### src/rtl/bitonic_sort_ctrl.sv
// ============================================================================
// Module      : bitonic_sort_ctrl
// Description : In-place bitonic sorter driving a dual-port block RAM.
//               Walks the full bitonic network over 2^ADDR_BITS words,
//               reading each pair on ports A/B and writing swapped values
//               back through port A (the only write port).
// Revision    : 1.0 - initial release
// ============================================================================
`default_nettype none

module bitonic_sort_ctrl #(
  parameter int ADDR_BITS = 8,
  parameter int DATA_BITS = 16
) (
  input  logic                 clk,
  input  logic                 rst,
  input  logic                 start,
  output logic                 busy,
  output logic                 done,
  output logic                 ram_aen,
  output logic                 ram_ben,
  output logic                 ram_we,
  output logic [ADDR_BITS-1:0] ram_addra,
  output logic [ADDR_BITS-1:0] ram_addrb,
  output logic [DATA_BITS-1:0] ram_dia,
  input  logic [DATA_BITS-1:0] ram_doa,
  input  logic [DATA_BITS-1:0] ram_dob
);

  // Width wide enough to hold the stage index ks = 1..ADDR_BITS
  localparam int KW = $clog2(ADDR_BITS + 1);

  localparam logic [2:0] c_IDLE = 3'd0;
  localparam logic [2:0] c_RD   = 3'd1;
  localparam logic [2:0] c_CMP  = 3'd2;
  localparam logic [2:0] c_WR2  = 3'd3;
  localparam logic [2:0] c_FIN  = 3'd4;

  localparam logic [ADDR_BITS-2:0] c_P_LAST  = '1;
  localparam logic [KW-1:0]        c_KS_LAST = KW'(ADDR_BITS);

  logic [2:0]           r_state;
  logic [KW-1:0]        r_ks;
  logic [KW-1:0]        r_js;
  logic [ADDR_BITS-2:0] r_p;
  logic [DATA_BITS-1:0] r_hold_a;

  logic [ADDR_BITS-1:0] w_pext;
  logic [ADDR_BITS-1:0] w_jbit;
  logic [ADDR_BITS-1:0] w_mask;
  logic [ADDR_BITS-1:0] w_lo;
  logic [ADDR_BITS-1:0] w_hi;
  logic [ADDR_BITS:0]   w_kbit;
  logic                 w_asc;
  logic                 w_swap;
  logic                 w_p_last;
  logic                 w_js_zero;
  logic                 w_last;
  logic [ADDR_BITS-2:0] w_p_nxt;
  logic [KW-1:0]        w_js_nxt;
  logic [KW-1:0]        w_ks_nxt;

  // Pair addressing: insert a zero at bit js of p to form lo; hi sets that bit
  always_comb begin
    w_pext = {1'b0, r_p};
    w_jbit = ADDR_BITS'(1) << r_js;
    w_mask = w_jbit - ADDR_BITS'(1);
    w_lo   = ((w_pext & ~w_mask) << 1) | (w_pext & w_mask);
    w_hi   = w_lo | w_jbit;
    // k = 2^ks; in the final stage k lies above every address, so the pass is ascending
    w_kbit = (ADDR_BITS + 1)'(1) << r_ks;
    w_asc  = (r_ks == c_KS_LAST) || (({1'b0, w_lo} & w_kbit) == '0);
    w_swap = w_asc ? (ram_doa > ram_dob) : (ram_doa < ram_dob);
  end

  // Network counter advance: p innermost, then js downwards, then ks upwards
  always_comb begin
    w_p_last  = (r_p == c_P_LAST);
    w_js_zero = (r_js == '0);
    w_last    = (r_ks == c_KS_LAST) && w_js_zero && w_p_last;
    w_p_nxt   = r_p + (ADDR_BITS - 1)'(1);
    w_js_nxt  = r_js;
    w_ks_nxt  = r_ks;
    if (w_p_last) begin
      if (w_js_zero) begin
        w_ks_nxt = r_ks + KW'(1);
        w_js_nxt = r_ks;           // new ks - 1 equals old ks
      end else begin
        w_js_nxt = r_js - KW'(1);
      end
    end
  end

  // Sequencer state, network counters and the held port-A word
  always_ff @(posedge clk or posedge rst) begin
    if (rst) begin
      r_state  <= c_IDLE;
      r_ks     <= '0;
      r_js     <= '0;
      r_p      <= '0;
      r_hold_a <= '0;
    end else begin
      case (r_state)
        c_IDLE: begin
          if (start) begin
            r_state <= c_RD;
            r_ks    <= KW'(1);
            r_js    <= '0;
            r_p     <= '0;
          end
        end
        c_RD: begin
          r_state <= c_CMP;
        end
        c_CMP: begin
          if (w_swap) begin
            r_hold_a <= ram_doa;
            r_state  <= c_WR2;
          end else if (w_last) begin
            r_state <= c_FIN;
          end else begin
            r_state <= c_RD;
            r_p     <= w_p_nxt;
            r_js    <= w_js_nxt;
            r_ks    <= w_ks_nxt;
          end
        end
        c_WR2: begin
          if (w_last) begin
            r_state <= c_FIN;
          end else begin
            r_state <= c_RD;
            r_p     <= w_p_nxt;
            r_js    <= w_js_nxt;
            r_ks    <= w_ks_nxt;
          end
        end
        c_FIN: begin
          r_state <= c_IDLE;
        end
        default: begin
          r_state <= c_IDLE;
        end
      endcase
    end
  end

  // RAM pins and status decoded from state; reset forces IDLE so all drop to 0 at once
  always_comb begin
    busy      = 1'b0;
    done      = 1'b0;
    ram_aen   = 1'b0;
    ram_ben   = 1'b0;
    ram_we    = 1'b0;
    ram_addra = '0;
    ram_addrb = '0;
    ram_dia   = '0;
    case (r_state)
      c_RD: begin
        busy      = 1'b1;
        ram_aen   = 1'b1;
        ram_ben   = 1'b1;
        ram_addra = w_lo;
        ram_addrb = w_hi;
      end
      c_CMP: begin
        busy = 1'b1;
        if (w_swap) begin
          ram_we    = 1'b1;
          ram_aen   = 1'b1;
          ram_addra = w_lo;
          ram_dia   = ram_dob;
        end
      end
      c_WR2: begin
        busy      = 1'b1;
        ram_we    = 1'b1;
        ram_aen   = 1'b1;
        ram_addra = w_hi;
        ram_dia   = r_hold_a;
      end
      c_FIN: begin
        done = 1'b1;
      end
      default: begin
        busy = 1'b0;
      end
    endcase
  end

endmodule

`default_nettype wire

### config.mk
export PLATFORM = sky130hd
export DESIGN_NAME = bitonic_sort_ctrl
export DESIGN_NICKNAME = d
export VERILOG_FILES = /design/src/rtl/bitonic_sort_ctrl.sv
export SDC_FILE = /design/constraint.sdc
export NUM_CORES = 1
export LEC_CHECK = 0
export CORE_MARGIN = 2
export CORE_UTILIZATION = 50
export CTS_CLUSTER_SIZE = 8
export DETAILED_ROUTE_END_ITERATION = 12
export DONT_BUFFER_PORTS = 1
export HOLD_SLACK_MARGIN = 0.15
export PLACE_DENSITY = 0.7
export RECOVER_POWER = 100
export SLEW_MARGIN = 5
export SYNTH_ARGS = -nofsm -noshare
export SYNTH_HDL_FRONTEND = slang
export SYNTH_SLANG_ARGS = --single-unit
### constraint.sdc
create_clock -name clk -period 5.61 [get_ports clk]
set_input_delay 1.4025 -clock clk [delete_from_list [all_inputs] [get_ports clk]]
set_output_delay 1.4025 -clock clk [all_outputs]
set_load 0.01 [all_outputs]
==> impl_summary.txt <==
----------------------------------------------------
[Outcome]
  Result of the run ... finished with violations
  Failing checks ... capacitance limit, slew limit

[Worst setup path]
  Number of buffers and inverters on the critical path ... 3
  Req. time, crit path ... 4.21 ns
  Delay of the slowest cell on the worst path ... roughly 0.48 ns
  Largest driver fanout on the critical path ... 21
  Endpoint class of the critical path ... primary output
  Crit-path slowest cell ... sky130_fd_sc_hd__or4b_4
  Kind of cell with the highest combined delay on the critical path ... simple AND/OR/NAND/NOR gates
  List of cells traversed by the critical path ... inv_1 > ha_1 > and2_2 > inv_2 > ha_4 > or4b_4 > o211ai_1 > a31oi_1 > mux2_4 > and4_1 > or2_2 > buf_4 > a22o_1
  Startpoint types ... flip-flop
  Endpoint arrival time on the critical path ... around 4.0 ns
  Class of the most critical setup path ... flip-flop to primary output
  Reg2reg setup slack ... around 1.3 ns

[Die]
  Vertical die dimension ... 84.09 µm
  IO Count ... 72
  DIE AREA ... approximately 7000 µm²
  CORE AREA ... about 6300 µm²
  Die width ... 84.09 µm
  Effective utilization at floorplan ... 0.5109
  Number of rows created at floorplan ... 29

[Clock tree]
  # clock sinks ... 34
  Clock transition at path regs ... approximately 0.070 ns
  Post-CTS setup buffer count ... 0
  Number of hold-repair buffers added at the cts stage ... 0
  Clock tree from TritonCTS ... done
  CTS max path bufs ... 2
  Inserted Clock Buffers ... 5
  Clock latency on the worst-skew pair ... approximately 0.29 ns
  Number of H-tree branching levels ... 2
  Clock root buffer ... sky130_fd_sc_hd__clkbuf_8

[Routing]
  Count of TritonRoute iterations in the first routing pass ... 4
  DR iter-0 viols ... about 220
  Routed via count divided by cell count ... between 6 and 7
  WL per Instance ... 18.53 µm
  Post-detailed-route count of antenna-violating nets ... 0
  Detailed-route wire length ... 8044 µm
  Count of vias placed by the detailed router ... approximately 2.7k
  Number of design rule violations left after detail routing ... 0

[Placement]
  Routability cong. ... a little over 0.9
  Number of port buffers ... 0
  Post-detailed-placement half-perimeter wirelength ... approximately 6000 µm
  DP Cell Count ... around 430
  Post-Place Setup Slack ... 0.3868 ns

[Synth]
  Leading register cell type out of synthesis ... sky130_fd_sc_hd__dfrtp_1
  Post-Synthesis Cell Area ... 3207 µm²
  Area leader, netlist ... sky130_fd_sc_hd__dfrtp_1
  Sequential area share after synthesis ... 0.2653
  Async set-or-reset flop fraction in the synthesized netlist ... 1.000
  Net count after synthesis ... 426
  Post-Synthesis Mean Instance Area ... 8.859 µm²
  Area share of the leading cell type in the synthesized netlist ... 0.2653
  Largest cells by area after synthesis ... sky130_fd_sc_hd__dfrtp_1, sky130_fd_sc_hd__ha_1, sky130_fd_sc_hd__mux2_4
  Number of distinct standard cells referenced by the synthesized netlist ... 61
  Cell count after synthesis ... 362
  Synthesis Warnings ... 0
  Number of flops mapped to enable cells by yosys ... 0
  Register bit total from synthesis ... 34

[Flow run]
  Reported max-cap violation count ... 1

[Global routing]
  Total global routing overflow ... 0
  Antenna violations before repair ... 0
  Pin count of the biggest net entering global routing ... 35
  Via count of the first global-routing pass ... roughly 2.7k
  All-Layer GR Usage ... 0.2279
  Wire length of the first global-routing pass ... around 13000 µm

[Timing]
  Remaining max-slew budget at the tightest pin ... -0.2298
  Worst setup margin ... between 0.2 and 0.25 ns
  Unrepaired setup endpoints after global routing ... no
  Post-Route Skew ... between 0.005 and 0.006 ns
  Final hold violation count ... 0
  Final number of setup-violating endpoints ... 0
  Max Fclk ... approximately 190 MHz
  Pin slew with the least headroom to its limit ... ~1.8 ns
  Clock period minus final worst setup slack ... roughly 5.4 ns
  Setup TNS after final layout ... 0 ns
  Part of the cycle the worst path needs ... 0.9600
  Minimum hold slack ... between 0.4 and 0.5 ns
  Max-slew violation count ... 35

[Cells and area]
  Final net count ... between 400 and 500
  Fraction of layout cells with a size suffix above 1 ... 0.08964
  Commonest non-fill, non-tap cell in the layout ... sky130_fd_sc_hd__nand2_1
  Commonest non-fill, non-tap cells in the layout ... sky130_fd_sc_hd__nand2_1, sky130_fd_sc_hd__dfrtp_1, sky130_fd_sc_hd__inv_1, sky130_fd_sc_hd__ha_1, sky130_fd_sc_hd__a21oi_1
  Final core area utilization ... 0.5168
  N_diodes ... 0
  Number of standard cells in the layout, taps in and fillers out ... approximately 430
  Area Growth Syn to Fin ... 1.170%

[Power]
  Power density over cell area ... around 360 nW/µm²
  Total leakage power ... ~1.4 nW
  Worst supply voltage drop on vdd ... roughly 210 µV

[Hold path]
  Hold Path Class ... flip-flop to flip-flop

----------------------------------------------------
[registers in the layout (all words and copies together), names as in the netlist]
signal,flops
r_p,7
r_state,3
r_hold_a,16
r_js,4
r_ks,4
[routing by layer]
layer | track usage | share of wire | up-vias
met5 | 0 | 0 | -
met4 | 0.05279 | 0.012 | 0
met3 | 0.04055 | 0.067 | 14
met2 | 0.3608 | 0.46 | 117
met1 | 0.3240 | 0.47 | 1295
li1 | - | - | 1308
[worst reg2reg max path, stage by stage, from the launching register on]
cell	delay, ns
sky130_fd_sc_hd__dfrtp_1	0.47
sky130_fd_sc_hd__inv_1	0.14
sky130_fd_sc_hd__ha_1	0.22
sky130_fd_sc_hd__and2_2	0.22
sky130_fd_sc_hd__inv_2	0.20
sky130_fd_sc_hd__ha_4	0.22
sky130_fd_sc_hd__or4b_4	0.48
sky130_fd_sc_hd__o211ai_1	0.10
sky130_fd_sc_hd__a31oi_1	0.11
sky130_fd_sc_hd__mux2_4	0.37
sky130_fd_sc_hd__and4_1	0.18
sky130_fd_sc_hd__nor3_1	0.60
sky130_fd_sc_hd__nand2_1	0.46
sky130_fd_sc_hd__o41ai_1	0.44
[kinds of logic (layout without fill, tap and decap cells)]
logic type,count (synthesis),in the layout,share of synthesized area
flip-flops,34,34,0.2653
AO/OA/AOI/OAI,97,97,0.2111
adder cells (fa/ha/maj),29,29,0.1131
buffers and inverters,52,47,0.07920
AND/OR/NAND/NOR,124,124,0.2220
multiplexers,24,24,0.1014
XOR/XNOR,2,2,0.007805
[layout make-up]
class	instances	area, µm²
repair buffers	9	45.04
clock inverters	2	12.51
flip-flops and latches	34	850.8
multi-input cells	276	2044
well taps	77	96.34
fillers	609	3033
inverters	30	112.6
clock buffers	6	82.58
[per-stage QoR]
stage               instance area [µm²]  power, mW
finish                             3244      1.168
global route                       3244      1.243
CTS                                3324      1.227
detailed placement                 3229      1.027
global placement                   3229      1.012
floorplan                          3207     0.9152
[cells in the mapped netlist, drive strengths merged (3+ instances only)]
| cell | n |
|---|---|
| nor4 | 4 |
| mux2 | 17 |
| buf | 12 |
| nor2b | 8 |
| o31ai | 10 |
| nand4 | 8 |
| nand2b | 4 |
| a21oi | 22 |
| a31oi | 3 |
| a211oi | 4 |
| and3 | 3 |
| and2 | 7 |
| a22o | 18 |
| nand3b | 4 |
| nor3 | 4 |
| clkbuf | 10 |
| o211ai | 4 |
| nand3 | 12 |
| inv | 30 |
| mux2i | 7 |
| dfrtp | 34 |
| and4 | 4 |
| nor2 | 20 |
| o41ai | 3 |
| ha | 29 |
| nand2 | 35 |
| a211o | 3 |
| o21ai | 19 |
[worst paths after layout]
path,from,endpoint,cells past startpoint
max in group asynchronous,rst,r_hold_a[4]$_DFFE_PP0P_,2
min in group asynchronous,rst,r_js[0]$_DFFE_PP0P_,2
hold reg to reg,r_hold_a[4]$_DFFE_PP0P_,r_hold_a[4]$_DFFE_PP0P_,1
setup / recovery,r_js[0]$_DFFE_PP0P_,ram_dia[1],13
setup reg to reg,r_js[0]$_DFFE_PP0P_,r_ks[3]$_DFFE_PP0P_,13
hold / removal,r_hold_a[4]$_DFFE_PP0P_,r_hold_a[4]$_DFFE_PP0P_,1
[what timing repair did]
action	in CTS	in global routing
endpoints found under the hold margin	0	0
gates resized for setup	0	2
endpoints found under the setup margin	0	19
[report_power, final]
group,internal (mW),switching [mW]
clock network,0.0987,0.0957
logic,0.223,0.341
registers,0.325,0.0841
No activity file was read; power rests on OpenSTA's default activity.
